**src/rtl/fifo_controller_if.sv**
```systemverilog
// Stream bundle between the packet source, the elastic FIFO and the downstream QoS stage.
// The source drives wdata/valid_in; the FIFO returns the drained word on rdata/valid_out.
interface fifo_controller_if #(
  parameter int DATA_WIDTH = 8
) ();

  logic [DATA_WIDTH-1:0] wdata;
  logic                  valid_in;
  logic [DATA_WIDTH-1:0] rdata;
  logic                  valid_out;

  modport master (
    output wdata,
    output valid_in,
    input  rdata,
    input  valid_out
  );

  modport slave (
    input  wdata,
    input  valid_in,
    output rdata,
    output valid_out
  );

endinterface

```
**src/rtl/fifo_controller.sv**
```systemverilog
// Elastic byte buffer: a circular FIFO that stores qualified input words and drains
// one word per cycle whenever it holds data. Words offered while full are dropped.
module fifo_controller #(
  parameter int DATA_WIDTH = 8,
  parameter int ADDR_WIDTH = 4
) (
  input  logic              wclk,
  input  logic              wrst_n,
  fifo_controller_if.slave  bus
);

  localparam int DEPTH = 1 << ADDR_WIDTH;

  logic [ADDR_WIDTH:0]   wptr;
  logic [ADDR_WIDTH:0]   rptr;
  logic [DATA_WIDTH-1:0] mem [DEPTH];
  logic [DATA_WIDTH-1:0] rdata_reg;
  logic                  valid_out_reg;

  logic fifo_rempty;
  logic fifo_wfull;
  logic fifo_wen;
  logic fifo_ren;

  // The extra MSB of each pointer separates "full" from "empty" when the addresses match.
  assign fifo_rempty = (wptr == rptr);
  assign fifo_wfull  = (wptr[ADDR_WIDTH] != rptr[ADDR_WIDTH]) &&
                       (wptr[ADDR_WIDTH-1:0] == rptr[ADDR_WIDTH-1:0]);

  assign fifo_wen = bus.valid_in & ~fifo_wfull;
  assign fifo_ren = ~fifo_rempty;

  always_ff @(posedge wclk) begin
    if (fifo_wen) begin
      mem[wptr[ADDR_WIDTH-1:0]] <= bus.wdata;
    end
  end

  always_ff @(posedge wclk or negedge wrst_n) begin
    if (!wrst_n) begin
      wptr <= '0;
    end else if (fifo_wen) begin
      wptr <= wptr + 1'b1;
    end
  end

  // rdata keeps its last word on idle cycles; only valid_out marks a fresh one.
  always_ff @(posedge wclk or negedge wrst_n) begin
    if (!wrst_n) begin
      rptr          <= '0;
      rdata_reg     <= '0;
      valid_out_reg <= 1'b0;
    end else if (fifo_ren) begin
      rptr          <= rptr + 1'b1;
      rdata_reg     <= mem[rptr[ADDR_WIDTH-1:0]];
      valid_out_reg <= 1'b1;
    end else begin
      valid_out_reg <= 1'b0;
    end
  end

  assign bus.rdata     = rdata_reg;
  assign bus.valid_out = valid_out_reg;

endmodule

```
**src/flat_wrapper.sv**
```systemverilog
// flat-port wrapper written by rule: the top's interface ports become plain ports
module fifo_controller_flat 
#(
  parameter int DATA_WIDTH = 8,
  parameter int ADDR_WIDTH = 4
)
  (wclk, wrst_n, bus_wdata, bus_valid_in, bus_rdata, bus_valid_out);
  fifo_controller_if #(.DATA_WIDTH(DATA_WIDTH)) bus_i ();
  input  logic wclk;
  input  logic wrst_n;
  input wire logic [$bits(bus_i.wdata)-1:0] bus_wdata;
  input wire logic [$bits(bus_i.valid_in)-1:0] bus_valid_in;
  output wire logic [$bits(bus_i.rdata)-1:0] bus_rdata;
  output wire logic [$bits(bus_i.valid_out)-1:0] bus_valid_out;
  assign bus_i.wdata = bus_wdata;
  assign bus_i.valid_in = bus_valid_in;
  assign bus_rdata = bus_i.rdata;
  assign bus_valid_out = bus_i.valid_out;
  fifo_controller #(.DATA_WIDTH(DATA_WIDTH), .ADDR_WIDTH(ADDR_WIDTH)) u_core (.wclk(wclk), .wrst_n(wrst_n), .bus(bus_i));
endmodule
```
**config.mk**
```make
export PLATFORM = sky130hd
export DESIGN_NAME = fifo_controller_flat
export DESIGN_NICKNAME = d
export VERILOG_FILES = /design/src/rtl/fifo_controller_if.sv /design/src/rtl/fifo_controller.sv /design/src/flat_wrapper.sv
export SDC_FILE = /design/constraint.sdc
export NUM_CORES = 1
export LEC_CHECK = 0
export CORE_UTILIZATION = 60
export DETAILED_ROUTE_END_ITERATION = 10
export GPL_ROUTABILITY_DRIVEN = 0
export GPL_TIMING_DRIVEN = 0
export PLACE_DENSITY_LB_ADDON = 0.12
export RECOVER_POWER = 100
export SETUP_SLACK_MARGIN = 0.15
export SLEW_MARGIN = 5
export SYNTH_ARGS = -nofsm -noshare
export SYNTH_HDL_FRONTEND = slang
export SYNTH_SLANG_ARGS = --single-unit
export TNS_END_PERCENT = 30
```
**constraint.sdc**
```tcl
create_clock -name wclk -period 5.1 [get_ports wclk]
set_clock_uncertainty 0.15 [all_clocks]
set_input_delay 1.02 -clock wclk [delete_from_list [all_inputs] [get_ports wclk]]
set_output_delay 1.02 -clock wclk [all_outputs]
set_load 0.005 [all_outputs]
```
# Word-level counts from Yosys, hierarchy flattened
# Memory sizes are Yosys's and may differ from the RTL's. A register that Yosys moved wholly into a read port is not among the register bits.
# Index checks and enable logic that the tools add are counted.
dict set report word_totals {
  regBits 11
  mem_bits_rw 128
  input_bits 11
  out_inout_bits 9
  word_cells 17
  memories 1
}
dict set report op_classes {
  n_addsub 2
  n_eq_ne 3
  mux 3
  bitwise_logic 2
  reduce_logical 3
}
# memory words width rd rd_ports_with_merged_regs wr line
set memory_table {}
lappend memory_table {u_core.mem 16 8 1 1 1 fifo_controller.sv:16} ;# logic [DATA_WIDTH-1:0] mem [DEPTH];
# cell n
set op_table {}
lappend op_table {{5-bit by 1-bit adder with 5-bit output, second input constant} 2}
lappend op_table {{5-bit equality test} 1}
lappend op_table {{4-bit equality test} 1}
lappend op_table {{1-bit 2-to-1 mux} 3}
lappend op_table {{1-bit logical NOT} 2}
lappend op_table {{1-bit AND} 1}
lappend op_table {{1-bit logical AND} 1}
lappend op_table {{1-bit inequality test} 1}
lappend op_table {{1-bit NOT} 1}

# Depth between registers and ports, before layout
dict set report depth {
  depth_word 6
  depth_mapped 7
  depth_no_buf 4
}

# Least setup slack after synthesis
# OpenSTA, ideal clock, no wires.
dict set report synth_path {
  path_kind {in2reg}
  start {input bus_valid_in}
  end {memory u_core.mem[3][0] (enable)}
  setup_time_ns 0.383
  t_arrival_ns 1.789
  t_required_ns 4.567
  path_slack_ns 2.778
  path_stages 2
  n_path_buf 0
  path_cell_list {o211ai_1 -> nor3_1}
}
dict set report synth_via {
  elab_chain_cells 3
}
# element line
set synth_lines {}
lappend synth_lines {{start, declared} flat_wrapper.sv:12} ;# input wire logic [$bits(bus_i.valid_in)-1:0] bus_valid_in;
lappend synth_lines {{1-bit AND} fifo_controller.sv:30} ;# assign fifo_wen = bus.valid_in & ~fifo_wfull;
lappend synth_lines {{1-bit 2-to-1 mux} fifo_controller.sv:34} ;# if (fifo_wen) begin
lappend synth_lines {{1-bit 2-to-1 mux (not written as such)} fifo_controller.sv:35} ;# mem[wptr[ADDR_WIDTH-1:0]] <= bus.wdata;
lappend synth_lines {{end, declared} fifo_controller.sv:16}
# Every way passes these cells.

# Worst setup path after layout
dict set report layout_path {
  start {register u_core.rptr[1]}
  end {memory u_core.mem[3][1] (enable)}
}
dict set report layout_via {
  elab_chain_cells 6
}
# element line
set layout_lines {}
lappend layout_lines {{start, declared} fifo_controller.sv:15} ;# logic [ADDR_WIDTH:0] rptr;
lappend layout_lines {{start signal, assigned} fifo_controller.sv:54} ;# rptr <= rptr + 1'b1;
lappend layout_lines {{4-bit equality test} fifo_controller.sv:28} ;# (wptr[ADDR_WIDTH-1:0] == rptr[ADDR_WIDTH-1:0]);
lappend layout_lines {{1-bit logical AND} fifo_controller.sv:27} ;# assign fifo_wfull = (wptr[ADDR_WIDTH] != rptr[ADDR_WIDTH]) &&
lappend layout_lines {{1-bit NOT} fifo_controller.sv:30}
lappend layout_lines {{1-bit AND} fifo_controller.sv:30}
lappend layout_lines {{1-bit 2-to-1 mux} fifo_controller.sv:34}
lappend layout_lines {{1-bit 2-to-1 mux (not written as such)} fifo_controller.sv:35}
# Every way passes these cells.

==> flow_metrics.py <==
metrics = {
    "run_status": {
        "outcome": "completed",
    },
    "global_route": {
        "grt_overflow": 0,
        "grt_max_degree": 20,
        "antenna_found_initial": 0,
        "grt_pass1_vias": 3124,
        "grt_pass1_wl_mm": 18.4,
        "gr-usage-all-layers": 0.269,
    },
    "clock_tree": {
        "cts_tree": "built",
        "cts_resized": 0,
        "worstSkewPairLatency_ns": 0.52,
        "post_cts_buffers": 0,
        "clock_sinks": 147,
        "root_buffer": "clkbuf_8",
        "ctsHoldBuffers": 0,
        "path_clk_slew_ns": 0.06,
        "htree_levels": 4,
        "cts_buffer_depth": 2,
        "cts_buffers": 17,
    },
    "layout": {
        "multi_input_area_mm2": 0.00142,
        "n_fill_cell": 619,
        "layout.nets": 374,
        "antenna_cells": 0,
        "seq_area_mm2": 0.00432,
        "finalInstanceArea_mm2": 0.00683,
        "drive_gt1_frac": 0.140,
        "area_growth_pct": 16.3,
        "largest_reg_flops": 128,
    },
    "floorplanning": {
        "fp.dieH_um": 101,
        "dieArea_mm2": 0.0102,
        "ios": 20,
        "die_w_um": 101,
        "start_util": 0.626,
        "num_rows": 35,
        "core-area_mm2": 0.00937,
    },
    "timing": {
        "fmax_ghz": 0.338,
        "finalHoldViolations": 0,
        "finalCritPeriodShare": 0.581,
        "tightest_slew_ns": 1.26,
        "period_minus_slack_ns": 2.96,
        "slew_violations": 0,
        "setup_tns_ns": 0,
        "slew_headroom": 0.157,
        "finalSetupViolCount": 0,
        "rsz0062_at_grt": "no",
    },
    "yosys": {
        "yosysWarnings": 0,
        "syn_area_mm2": 0.00587,
        "yosysUniqueCellTypes": 35,
        "netlist_instances": 320,
        "async_flop_share": 0.129,
        "synth_seq_area_share": 0.736,
        "synth-edff-count": 128,
        "synth-main-ff-cell": "edfxtp_1",
        "postSynthNetCount": 336,
        "avgSynthCellArea_um2": 18.3,
        "synth_seq_cells": 147,
    },
    "setup_path": {
        "rrSetupSlack_ns": 2.14,
        "crit_type": "register to register",
        "end_kind": "register",
        "crit_slowest_cell": "nor3_1",
        "cp.required_ns": 5.08,
        "cpPeakStageDelay_ns": 1.01,
        "path_max_fanout": 10,
        "arrival_ns": 2.94,
        "worst_setup_path_start_kind": "register",
        "crit_path_cell_trace": "clkbuf_1 -> xnor2_1 -> nand4_1 -> o211ai_1 -> nor3_1",
        "r2r_cells": 5,
    },
    "worst_hold_path": {
        "hold_path_class": "register to register",
        "worstHoldPathCells": 1,
    },
    "detailed_routing": {
        "ant_nets": 0,
        "wire_per_inst_um": 24.5,
        "firstDrtPassIters": 5,
        "num_vias": 3053,
        "vias_per_cell": 6.11,
        "wirelength_mm": 12.2,
        "drc_errors": 0,
        "drt_iter0_drc": 353,
    },
    "pwr": {
        "powerDensity_mw_per_mm2": 599,
        "total_leakage_power_nw": 2.42,
        "peakVddDrop_mv": 0.324,
    },
    "placed_design": {
        "hpwl_mm": 7.61,
        "post_dp_cell_area_mm2": 0.00622,
        "port_buffers": 19,
    },
    "job": {
        "drv_cap": 0,
    },
}
[cells in the mapped netlist, types with 5 or more instances]
| cell | n | share of area |
|---|---|---|
| ha_1 | 5 | 0.011 |
| nand2_1 | 8 | 0.0051 |
| nor2b_1 | 5 | 0.0053 |
| mux2i_1 | 32 | 0.055 |
| mux4_1 | 7 | 0.031 |
| a31oi_1 | 8 | 0.0085 |
| dfrtp_1 | 19 | 0.081 |
| xnor2_1 | 12 | 0.018 |
| a211oi_1 | 8 | 0.010 |
| buf_2 | 11 | 0.0094 |
| nor3_1 | 9 | 0.0077 |
| and3_1 | 13 | 0.014 |
| edfxtp_1 | 128 | 0.65 |
| mux4_2 | 9 | 0.035 |
| o22ai_1 | 16 | 0.017 |
[final cells by class]
type | instances | share of cell area
buffer | 18 | 0.0154
clock buffer | 18 | 0.0612
clock inverter | 14 | 0.0293
inverter | 3 | 0.00165
multi-input combinational | 152 | 0.208
sequential | 147 | 0.633
tap | 129 | 0.0236
timing repair buffer | 19 | 0.0279
[critical path, delay by kind of cell, from the launching register on]
| family | cells | cell delay, ns |
|---|---|---|
| XOR/XNOR | 1 | 0.14 |
| AND/OR/NAND/NOR | 2 | 1.23 |
| buffers and inverters | 1 | 0.47 |
| flip-flops | 1 | 0.35 |
| AO/OA/AOI/OAI | 1 | 0.23 |
[metrics by stage]
step	hold slack, ns	total power, mW	utilization	setup WS (ns)	instances
2_1_floorplan	0.352	2.42	-	2.78	320
3_3_place_gp	0.373	2.80	0.664	1.69	468
3_5_place_dp	0.373	2.83	0.664	1.69	468
4_1_cts	0.394	4.12	0.730	2.21	500
5_1_grt	0.417	4.26	0.728	1.90	500
6_report	0.394	4.09	0.728	2.14	500
[cells in the final DEF (no fill, tap or decap), drive strengths merged, types with 8 or more instances in the layout]
master | netlist | routed
a211oi | 8 | 8
a31oi | 8 | 8
and3 | 13 | 13
buf | 17 | 12
clkbuf | 1 | 24
dfrtp | 19 | 19
dlygate4sd3 | 0 | 18
edfxtp | 128 | 128
mux2i | 32 | 32
mux4 | 16 | 16
nand2 | 8 | 8
nor3 | 9 | 9
o22ai | 16 | 16
xnor2 | 12 | 12
[path summary, 6_finish.rpt]
kind,startpoint,end
worst max-delay path,u_core.rptr[1],u_core.mem[3][1]
worst min-delay path,u_core.wptr[4],u_core.wptr[4]
worst max register to register,u_core.rptr[1],u_core.mem[3][1]
worst min register to register,u_core.wptr[4],u_core.wptr[4]
max in group asynchronous,wrst_n,u_core.bus.rdata[5]
min in group asynchronous,wrst_n,u_core.bus.rdata[6]
[report_power, final]
group	switching, mW	leakage (nW)	internal, mW
Clock	0.485	0.304	0.802
Sequential	0.0799	1.38	1.50
Combinational	0.709	0.734	0.513
Total	1.27	2.42	2.82
[metal layers]
layer,global-route usage,routed length (µm),vias up
li1,-,-,1374
met1,0.385,5410,1569
met2,0.420,6070,97
met3,0.0583,615,13
met4,0.0881,157,0
met5,0,0,-
[kinds of logic after synthesis]
group / count (synthesis) / synth area share
compound gates: 39 / 0.0450
xor+xnor: 14 / 0.0209
fa+ha+maj: 5 / 0.0107
buf+inv: 21 / 0.0209
flops: 147 / 0.736
mux: 50 / 0.124
simple gates: 44 / 0.0424
No activity file was read; power rests on OpenSTA's default activity.
